<file path="config.mk">
export PLATFORM = sky130hd
export DESIGN_NAME = mem_multichannel_packetizer
export DESIGN_NICKNAME = d
export VERILOG_FILES = /design/src/rtl/mem_multichannel_packetizer_pkg.sv /design/src/rtl/mem_multichannel_packetizer_rr_arbiter.sv /design/src/rtl/mem_multichannel_packetizer.sv
export SDC_FILE = /design/constraint.sdc
export NUM_CORES = 1
export LEC_CHECK = 0
export BUFFER_PORTS_ARGS = -buffer_cell sky130_fd_sc_hd__buf_4
export CORE_UTILIZATION = 56
export DETAILED_ROUTE_END_ITERATION = 12
export PLACE_DENSITY = 0.92
export SYNTH_ARGS = -nofsm -noshare
export SYNTH_HDL_FRONTEND = slang
export SYNTH_SLANG_ARGS = --single-unit
</file>
<file path="constraint.sdc">
create_clock -name clock -period 7.2 [get_ports clock]
set_clock_uncertainty 0.1 [all_clocks]
set_input_delay 0.72 -clock clock [delete_from_list [all_inputs] [get_ports clock]]
set_output_delay 0.72 -clock clock [all_outputs]
set_load 0.1 [all_outputs]
</file>
<file path="src/rtl/mem_multichannel_packetizer_pkg.sv">
// Shared flit encoding constants, TX FSM states and width helpers for the
// multichannel memory packetizer and its arbiter.
package mem_multichannel_packetizer_pkg;

   localparam logic [1:0] TYPE_SINGLE = 2'b11;
   localparam logic [1:0] TYPE_HEAD   = 2'b10;
   localparam logic [1:0] TYPE_BODY   = 2'b00;
   localparam logic [1:0] TYPE_TAIL   = 2'b01;

   localparam logic [2:0] MSG_READ    = 3'b001;
   localparam logic [2:0] MSG_WRITE   = 3'b010;
   localparam logic [2:0] MSG_RD_RESP = 3'b100;
   localparam logic [2:0] MSG_WR_ACK  = 3'b101;

   typedef enum logic {StIdle, StHeadSent} tx_state_e;

   // Index width for n items; never returns 0 so one-item vectors stay legal.
   function automatic int unsigned log2(input int unsigned n);
      int unsigned r;
      r = 0;
      while ((32'd1 << r) < n) r++;
      return (r == 0) ? 1 : r;
   endfunction

   function automatic int unsigned flow_bits(input int unsigned id_bits,
                                             input int unsigned extra);
      return 2 * id_bits + extra;
   endfunction

   function automatic int unsigned flit_width(input int unsigned flow, input int unsigned typ,
                                              input int unsigned vc, input int unsigned data);
      return flow + typ + vc + data;
   endfunction

endpackage

</file>
<file path="src/rtl/mem_multichannel_packetizer_rr_arbiter.sv">
// Round-robin arbiter: grants the first requester at or after the registered
// pointer; the pointer moves past the winner whenever the grant is taken.
module mem_multichannel_packetizer_rr_arbiter
   import mem_multichannel_packetizer_pkg::*;
#(
   parameter int unsigned N = 2,
   localparam int unsigned IDX_W = log2(N)
) (
   input  logic             clock,
   input  logic             reset,
   input  logic [N-1:0]     req,
   input  logic             advance,
   output logic [N-1:0]     grant,
   output logic [IDX_W-1:0] grant_idx,
   output logic             grant_valid
);

   logic [IDX_W-1:0] ptr_q;

   always_comb begin
      int unsigned idx;
      grant       = '0;
      grant_idx   = '0;
      grant_valid = 1'b0;
      for (int unsigned i = 0; i < N; i++) begin
         idx = (int'(ptr_q) + i) % N;
         if (!grant_valid && req[idx]) begin
            grant_valid = 1'b1;
            grant[idx]  = 1'b1;
            grant_idx   = IDX_W'(idx);
         end
      end
   end

   always_ff @(posedge clock) begin
      if (!reset) begin
         ptr_q <= '0;
      end else if (advance && grant_valid) begin
         ptr_q <= (grant_idx == IDX_W'(N - 1)) ? '0 : grant_idx + 1'b1;
      end
   end

endmodule

</file>
<file path="src/rtl/mem_multichannel_packetizer.sv">
// Multichannel memory packetizer: per-channel request buffers feed a round-robin
// TX FSM into the router; responses are steered back by the flow extra field.
module mem_multichannel_packetizer
   import mem_multichannel_packetizer_pkg::*;
#(
   parameter int unsigned CHANNELS     = 2,
   parameter int unsigned ID_BITS      = 4,
   parameter int unsigned DATA_WIDTH   = 32,
   parameter int unsigned ADDRESS_BITS = 20,
   parameter int unsigned VC_BITS      = 1,
   parameter int unsigned EXTRA        = 2,
   parameter int unsigned TYPE_BITS    = 2,
   parameter int unsigned MSG_BITS     = 3,
   parameter int unsigned OUT_BITS     = 2,
   parameter int unsigned STAT_WIDTH   = 32,
   localparam int unsigned FLOW_BITS   = flow_bits(ID_BITS, EXTRA),
   localparam int unsigned FLIT_WIDTH  = flit_width(FLOW_BITS, TYPE_BITS, VC_BITS, DATA_WIDTH)
) (
   input  logic                             clock,
   input  logic                             reset,
   input  logic [ID_BITS-1:0]               core_ID,
   input  logic [CHANNELS-1:0]              ch_read,
   input  logic [CHANNELS-1:0]              ch_write,
   input  logic [CHANNELS*ADDRESS_BITS-1:0] ch_address,
   input  logic [CHANNELS*DATA_WIDTH-1:0]   ch_in_data,
   output logic [CHANNELS-1:0]              ch_ready,
   output logic [CHANNELS-1:0]              ch_valid,
   output logic [CHANNELS*DATA_WIDTH-1:0]   ch_out_data,
   output logic [FLIT_WIDTH-1:0]            flit_out,
   output logic                             valid_out,
   input  logic [2**VC_BITS-1:0]            router_full,
   input  logic [FLIT_WIDTH-1:0]            flit_in,
   input  logic                             valid_in,
   output logic                             err,
   output logic [STAT_WIDTH-1:0]            stat_sent,
   output logic [STAT_WIDTH-1:0]            stat_recv,
   output logic [STAT_WIDTH-1:0]            stat_stall
);

   localparam int unsigned CH_W = log2(CHANNELS);
   localparam logic [OUT_BITS-1:0] MAX_OUT = '1;

   logic [CHANNELS-1:0]     buf_valid, buf_write;
   logic [ADDRESS_BITS-1:0] buf_addr [CHANNELS];
   logic [DATA_WIDTH-1:0]   buf_data [CHANNELS];
   logic [OUT_BITS-1:0]     out_cnt  [CHANNELS];

   tx_state_e       state_q, state_d;
   logic [CH_W-1:0] cur_q, cur_d;

   logic [CHANNELS-1:0]   eligible, grant, capture, issue, dec;
   logic [CH_W-1:0]       grant_idx;
   logic                  grant_valid, emit, stall, rx_hit;
   logic [FLIT_WIDTH-1:0] flit_d;
   logic [TYPE_BITS-1:0]  rx_type;
   logic [MSG_BITS-1:0]   rx_msg;
   logic [EXTRA-1:0]      rx_extra;
   logic                  unused_rx;

   function automatic logic [VC_BITS-1:0] vc_of(input logic [CH_W-1:0] ch);
      return VC_BITS'(int'(ch) % (1 << VC_BITS));
   endfunction

   function automatic logic [DATA_WIDTH-1:0] head_data(input logic [2:0] msg,
                                                      input logic [ADDRESS_BITS-1:0] addr);
      logic [DATA_WIDTH-1:0] d;
      d = '0;
      d[ADDRESS_BITS-1:0] = addr;
      d[DATA_WIDTH-1 -: MSG_BITS] = MSG_BITS'(msg);
      return d;
   endfunction

   function automatic logic [FLIT_WIDTH-1:0] make_flit(input logic [CH_W-1:0] ch,
                                                      input logic [1:0] typ,
                                                      input logic [ADDRESS_BITS-1:0] addr,
                                                      input logic [DATA_WIDTH-1:0] data);
      return {core_ID, addr[ADDRESS_BITS-1 -: ID_BITS], EXTRA'(ch), TYPE_BITS'(typ),
              vc_of(ch), data};
   endfunction

   always_comb begin
      eligible = '0;
      for (int unsigned c = 0; c < CHANNELS; c++) begin
         ch_ready[c] = !buf_valid[c] && (out_cnt[c] != MAX_OUT);
         capture[c]  = (ch_read[c] || ch_write[c]) && ch_ready[c];
         eligible[c] = buf_valid[c] && !router_full[vc_of(CH_W'(c))] && (state_q == StIdle);
      end
   end

   mem_multichannel_packetizer_rr_arbiter #(
      .N (CHANNELS)
   ) u_arb (
      .clock       (clock),
      .reset       (reset),
      .req         (eligible),
      .advance     (grant_valid),
      .grant       (grant),
      .grant_idx   (grant_idx),
      .grant_valid (grant_valid)
   );

   always_comb begin
      state_d = state_q;
      cur_d   = cur_q;
      emit    = 1'b0;
      stall   = 1'b0;
      flit_d  = '0;
      issue   = '0;
      unique case (state_q)
         StIdle: begin
            if (grant_valid) begin
               emit = 1'b1;
               if (buf_write[grant_idx]) begin
                  flit_d  = make_flit(grant_idx, TYPE_HEAD, buf_addr[grant_idx],
                                      head_data(MSG_WRITE, buf_addr[grant_idx]));
                  state_d = StHeadSent;
                  cur_d   = grant_idx;
               end else begin
                  flit_d = make_flit(grant_idx, TYPE_SINGLE, buf_addr[grant_idx],
                                     head_data(MSG_READ, buf_addr[grant_idx]));
                  issue[grant_idx] = 1'b1;
               end
            end else if (|buf_valid) begin
               stall = 1'b1;
            end
         end
         StHeadSent: begin
            if (!router_full[vc_of(cur_q)]) begin
               emit         = 1'b1;
               flit_d       = make_flit(cur_q, TYPE_TAIL, buf_addr[cur_q], buf_data[cur_q]);
               issue[cur_q] = 1'b1;
               state_d      = StIdle;
            end else begin
               stall = 1'b1;
            end
         end
      endcase
   end

   // Responses only count when the steered channel actually has a request in flight.
   always_comb begin
      rx_type  = flit_in[DATA_WIDTH+VC_BITS +: TYPE_BITS];
      rx_msg   = flit_in[DATA_WIDTH-1 -: MSG_BITS];
      rx_extra = flit_in[DATA_WIDTH+VC_BITS+TYPE_BITS +: EXTRA];
      rx_hit   = valid_in && (rx_type == TYPE_BITS'(TYPE_SINGLE)) &&
                 ((rx_msg == MSG_BITS'(MSG_RD_RESP)) || (rx_msg == MSG_BITS'(MSG_WR_ACK)));
      for (int unsigned c = 0; c < CHANNELS; c++) begin
         dec[c] = rx_hit && (rx_extra == EXTRA'(c)) && (out_cnt[c] != '0);
      end
   end

   assign unused_rx = ^{flit_in[FLIT_WIDTH-1 -: 2*ID_BITS], flit_in[DATA_WIDTH +: VC_BITS],
                        grant};

   always_ff @(posedge clock) begin
      if (!reset) begin
         state_q     <= StIdle;
         cur_q       <= '0;
         valid_out   <= 1'b0;
         flit_out    <= '0;
         ch_valid    <= '0;
         ch_out_data <= '0;
         err         <= 1'b0;
         stat_sent   <= '0;
         stat_recv   <= '0;
         stat_stall  <= '0;
         buf_valid   <= '0;
         buf_write   <= '0;
         for (int unsigned c = 0; c < CHANNELS; c++) begin
            buf_addr[c] <= '0;
            buf_data[c] <= '0;
            out_cnt[c]  <= '0;
         end
      end else begin
         state_q    <= state_d;
         cur_q      <= cur_d;
         valid_out  <= emit;
         if (emit) flit_out <= flit_d;
         stat_sent  <= stat_sent + STAT_WIDTH'(emit);
         stat_stall <= stat_stall + STAT_WIDTH'(stall);
         stat_recv  <= stat_recv + STAT_WIDTH'(valid_in);
         ch_valid   <= dec;
         if (valid_in && !(|dec)) err <= 1'b1;
         for (int unsigned c = 0; c < CHANNELS; c++) begin
            if (issue[c]) begin
               buf_valid[c] <= 1'b0;
            end else if (capture[c]) begin
               buf_valid[c] <= 1'b1;
               buf_write[c] <= ch_write[c];
               buf_addr[c]  <= ch_address[c*ADDRESS_BITS +: ADDRESS_BITS];
               buf_data[c]  <= ch_in_data[c*DATA_WIDTH +: DATA_WIDTH];
            end
            if (dec[c]) ch_out_data[c*DATA_WIDTH +: DATA_WIDTH] <= flit_in[DATA_WIDTH-1:0];
            unique case ({issue[c], dec[c]})
               2'b10:   if (out_cnt[c] != MAX_OUT) out_cnt[c] <= out_cnt[c] + 1'b1;
               2'b01:   out_cnt[c] <= out_cnt[c] - 1'b1;
               default: ;
            endcase
         end
      end
   end

endmodule

</file>
==> results summary <==
The remaining global-route overflow is 0. Subtracting the final worst setup slack from the clock period gives 3.820 ns. The width of the die came out at 155.2 um. The number of hold-repair buffers added at the cts stage came out at 0. The routed length per instance came out at 18.52 um.

The utilization after layout is 0.7551. The first-pass iteration count of the detailed router came out at 6. After detailed placement, the design holds a cell count of 1916. The endpoint identified for the worst register-to-register timing path is stat_sent[14]. The count of port buffers added during placement is 362.

Leaving out fill and tap cells, the most frequent cell in the layout is sky130_fd_sc_hd__buf_4. Among all stages on the critical path, the largest delay is contributed by sky130_fd_sc_hd__and2_1. Along the worst path, the maximum fanout reaches 16. Across all layers, the routed design uses 11000 vias. The critical path runs through a total of 11 cells.

The post-route non-filler standard cell count came out at 1976. The number of antenna violations at the first check in global routing is 0. The max-capacitance violation count is 0. The leakage power figure is 7.165 nW.

The worst setup path is captured at a flip-flop. Counting cells, the worst reg-to-reg path comes to 11. The post-synthesis register bit count came out at 323.

TritonCTS built the clock tree. The final-report max-slew violation count came to 0. Of the available clock period, the critical path in the final layout requires 0.5305. Power comes to 4.483 mW.

From synthesis to final layout, the design area changed by 31.26%. The number of H-tree levels came out at 2. After synthesis the cells add up to 13140 sq um. The kind of cell with the highest combined delay on the critical path is simple AND/OR/NAND/NOR gates.

The floorplan has 55 rows. The flow ran to the end, and the final reports show no timing, DRC or antenna violations. For the worst setup path, the data arrival time is 4.05 ns. The category of the most critical setup path is reg2reg.

The post-CTS clock slew at the launch and capture registers of the worst setup and hold paths is 0.06 ns. The beginning of the worst register-to-register path is cur_q. Walking the worst path, the cells encountered are mux2i_1 > and2_1 > nor2_4 > inv_1 > ha_1 > ha_1 > and3_1 > nand3_1 > nor3_1 > xnor2_1 > nor2_1.

In this run, synthesis inferred 108 flip-flops with an integrated enable. The synthesized area divided by synthesized cell count is 10.08 sq um. The type of the most critical hold path is reg2reg. The worst setup path is launched from a flip-flop. In this run the worst setup path terminates at stat_sent[14]. The library cells used most frequently in the layout, excluding fill and tap cells, are sky130_fd_sc_hd__buf_4, sky130_fd_sc_hd__dfxtp_1, sky130_fd_sc_hd__nand2_1.

The most critical setup path has its startpoint at cur_q. The number of gates resized after CTS is 0. The longest clock path from root to sink contains 3 buffers.

After synthesis, the netlist uses 60 different library cells. The data required time of the worst path came out at 7.44 ns. The count of final setup violators is 0.

The share of flip-flops with an asynchronous set or reset after synthesis is 0. The summed negative setup slack over all endpoints came out at 0 ns. At the end of routability-driven placement, the weighted congestion stood at 0.8209. The post-CTS setup repair buffer count came out at 0. In this design, the stage delay of the slowest critical-path cell is 0.80 ns. The ratio of cells with drive above 1 in the final layout came out at 0.2814.

The clock root buffer is sky130_fd_sc_hd__clkbuf_16. The vertical extent of the die came out at 155.2 um. The count of final hold-check violations came out at 0. The slack of the worst reg-to-reg path came out at 3.38 ns.

The number of warnings issued by yosys is 0. The power density over the cells came out at 259.8 nW/um^2. The share of the yosys chip area belonging to registers came out at 0.5742. At the pin with the least slew margin, the transition time is 1.061 ns. The most numerous cell on the critical path is sky130_fd_sc_hd__ha_1. The floorplan step defined a die boundary enclosing 24090 sq um. The final-stage net count came out at 1809.

The global-route total usage across every layer came out at 0.2940. Among all flip-flop cells after synthesis, the most frequent one is sky130_fd_sc_hd__dfxtp_1. Detailed placement ended at an HPWL of 23.98 mm. The achievable clock frequency is 261.8 MHz. Setup repair after global routing left no endpoint under its margin. Dividing the detail-routed via count by the number of cells gives 5.568. The number of DRC violations after detailed-routing iteration 0 came out at 1021.

The floorplan step defined a core boundary enclosing 22850 sq um. The post-route antenna net violation count is 0. The number of global-route vias before repair came out at 10640. The number of buffers created by CTS came out at 34. The remaining routing DRC violations came out at 0. Synthesis produced a netlist whose cell count is 1304. The buffers plus inverters on the worst setup path came out at 1.

Measured against its own limit, the worst slew margin works out to 0.2926. The top-level I/O count is 373. The number of antenna diodes came out at 0.

The area of placed instances came out at 16070 sq um. The final wirelength came out at 36.59 mm. The finished cells cover 17250 sq um. Across the VDD grid, the largest voltage drop is 0.2086 mV.

The first global-routing pass estimated 55.68 mm of wire. The number of sinks on the clock net came out at 323. The net count after synthesis came out at 1474.

The largest net degree at the start of global routing is 105. The starting utilization of the core area is 0.5753. The latest clock arrival within the worst-skew pair is 0.51 ns.
final cells by class:
type	instances	area, sq um
inverter	7	31.28
clock inverter	6	58.81
multi-input combinational	900	5300
sequential	323	7548
timing repair buffer	373	2800
fill	1490	5594
tap	313	391.6
clock buffer	54	1122
cells in the mapped netlist, drive strengths merged (2+ instances only):
cell type / number / area [sq um]
dfxtp: 215 / 4304
a21oi: 122 / 618.1
or3: 5 / 31.28
nand2: 196 / 735.7
nand4: 28 / 181.4
nand3: 36 / 185.2
edfxtp: 108 / 3243
and2: 118 / 738.2
nand4b: 3 / 26.28
o21bai: 2 / 15.01
o21ai: 6 / 30.03
o41ai: 2 / 25.03
o21a: 4 / 30.03
a211oi: 3 / 22.52
o211a: 3 / 30.03
a222oi: 14 / 140.1
clkbuf: 49 / 183.9
nor2: 140 / 528.0
and4: 10 / 87.58
xor2: 56 / 490.5
or4: 2 / 15.01
xnor2: 19 / 166.4
buf: 25 / 131.4
ha: 8 / 100.1
a221oi: 2 / 17.52
nand2b: 11 / 68.82
mux2i: 32 / 320.3
nor3: 9 / 45.04
and3: 23 / 143.9
nor4: 8 / 83.83
mux2: 20 / 225.2
inv: 6 / 22.52
report_power, final:
group | switching, mW | internal [mW]
logic | 0.408 | 0.183
registers | 0.0553 | 2.03
clock network | 0.704 | 1.11
worst min path at each step:
stage / startpoint / end / slack [ns] / cells after the start
finish: ch_out_data[51] / ch_out_data[51] / 0.35 / 2
global route: flit_in[19] / ch_out_data[51] / 0.35 / 3
CTS: flit_in[21] / ch_out_data[53] / 0.35 / 3
detailed placement: ch_out_data[51] / ch_out_data[51] / 0.35 / 2
global placement: flit_out[42] / flit_out[42] / 0.34 / 2
floorplan: buf_write[1] / buf_write[1] / 0.34 / 2
layer usage:
metal | share of wire | GRT usage | vias up | wire [um]
met5 | 0 | 0 | - | 0
li1 | - | - | 5154 | -
met2 | 0.50 | 0.5056 | 555 | 18130
met1 | 0.37 | 0.3472 | 5186 | 13580
met3 | 0.090 | 0.07019 | 108 | 3290
met4 | 0.043 | 0.1387 | 0 | 1589
sequential cells by signal, indices dropped and copies added, names as in the netlist, 4 cells and up, named ones only:
signal and flops:
buf_data 64, ch_out_data 64, flit_out 43, buf_addr 40, stat_recv 32, stat_sent 32
stat_stall 32, out_cnt 4
cells by family (layout without fill, tap and decap cells):
logic type               after synthesis  after routing  synth area share
XOR/XNOR                              75             75           0.04998
multiplexers                          52             52           0.04150
AO/OA/AOI/OAI                        167            167           0.07673
buffers and inverters                 81            440           0.02599
flip-flops                           323            323            0.5742
other                                  1              1         0.0002853
AND/OR/NAND/NOR                      597            597            0.2237
adder cells (fa/ha/maj)                8              8          0.007616
per-stage QoR:
stage,hold slack (ns),setup slack [ns]
floorplan,0.3443,3.134
global placement,0.3397,3.232
detailed placement,0.3466,3.059
CTS,0.3485,3.361
global route,0.3535,3.110
finish,0.3527,3.381
worst register-to-register path: stages, from the launching register on:
cell	delay (ns)
sky130_fd_sc_hd__dfxtp_1	0.43
sky130_fd_sc_hd__mux2i_1	0.29
sky130_fd_sc_hd__and2_1	0.80
sky130_fd_sc_hd__nor2_4	0.02
sky130_fd_sc_hd__inv_1	0.29
sky130_fd_sc_hd__ha_1	0.29
sky130_fd_sc_hd__ha_1	0.22
sky130_fd_sc_hd__and3_1	0.46
sky130_fd_sc_hd__nand3_1	0.28
sky130_fd_sc_hd__nor3_1	0.25
sky130_fd_sc_hd__xnor2_1	0.17
sky130_fd_sc_hd__nor2_1	0.07
No activity file was read; power rests on OpenSTA's default activity.
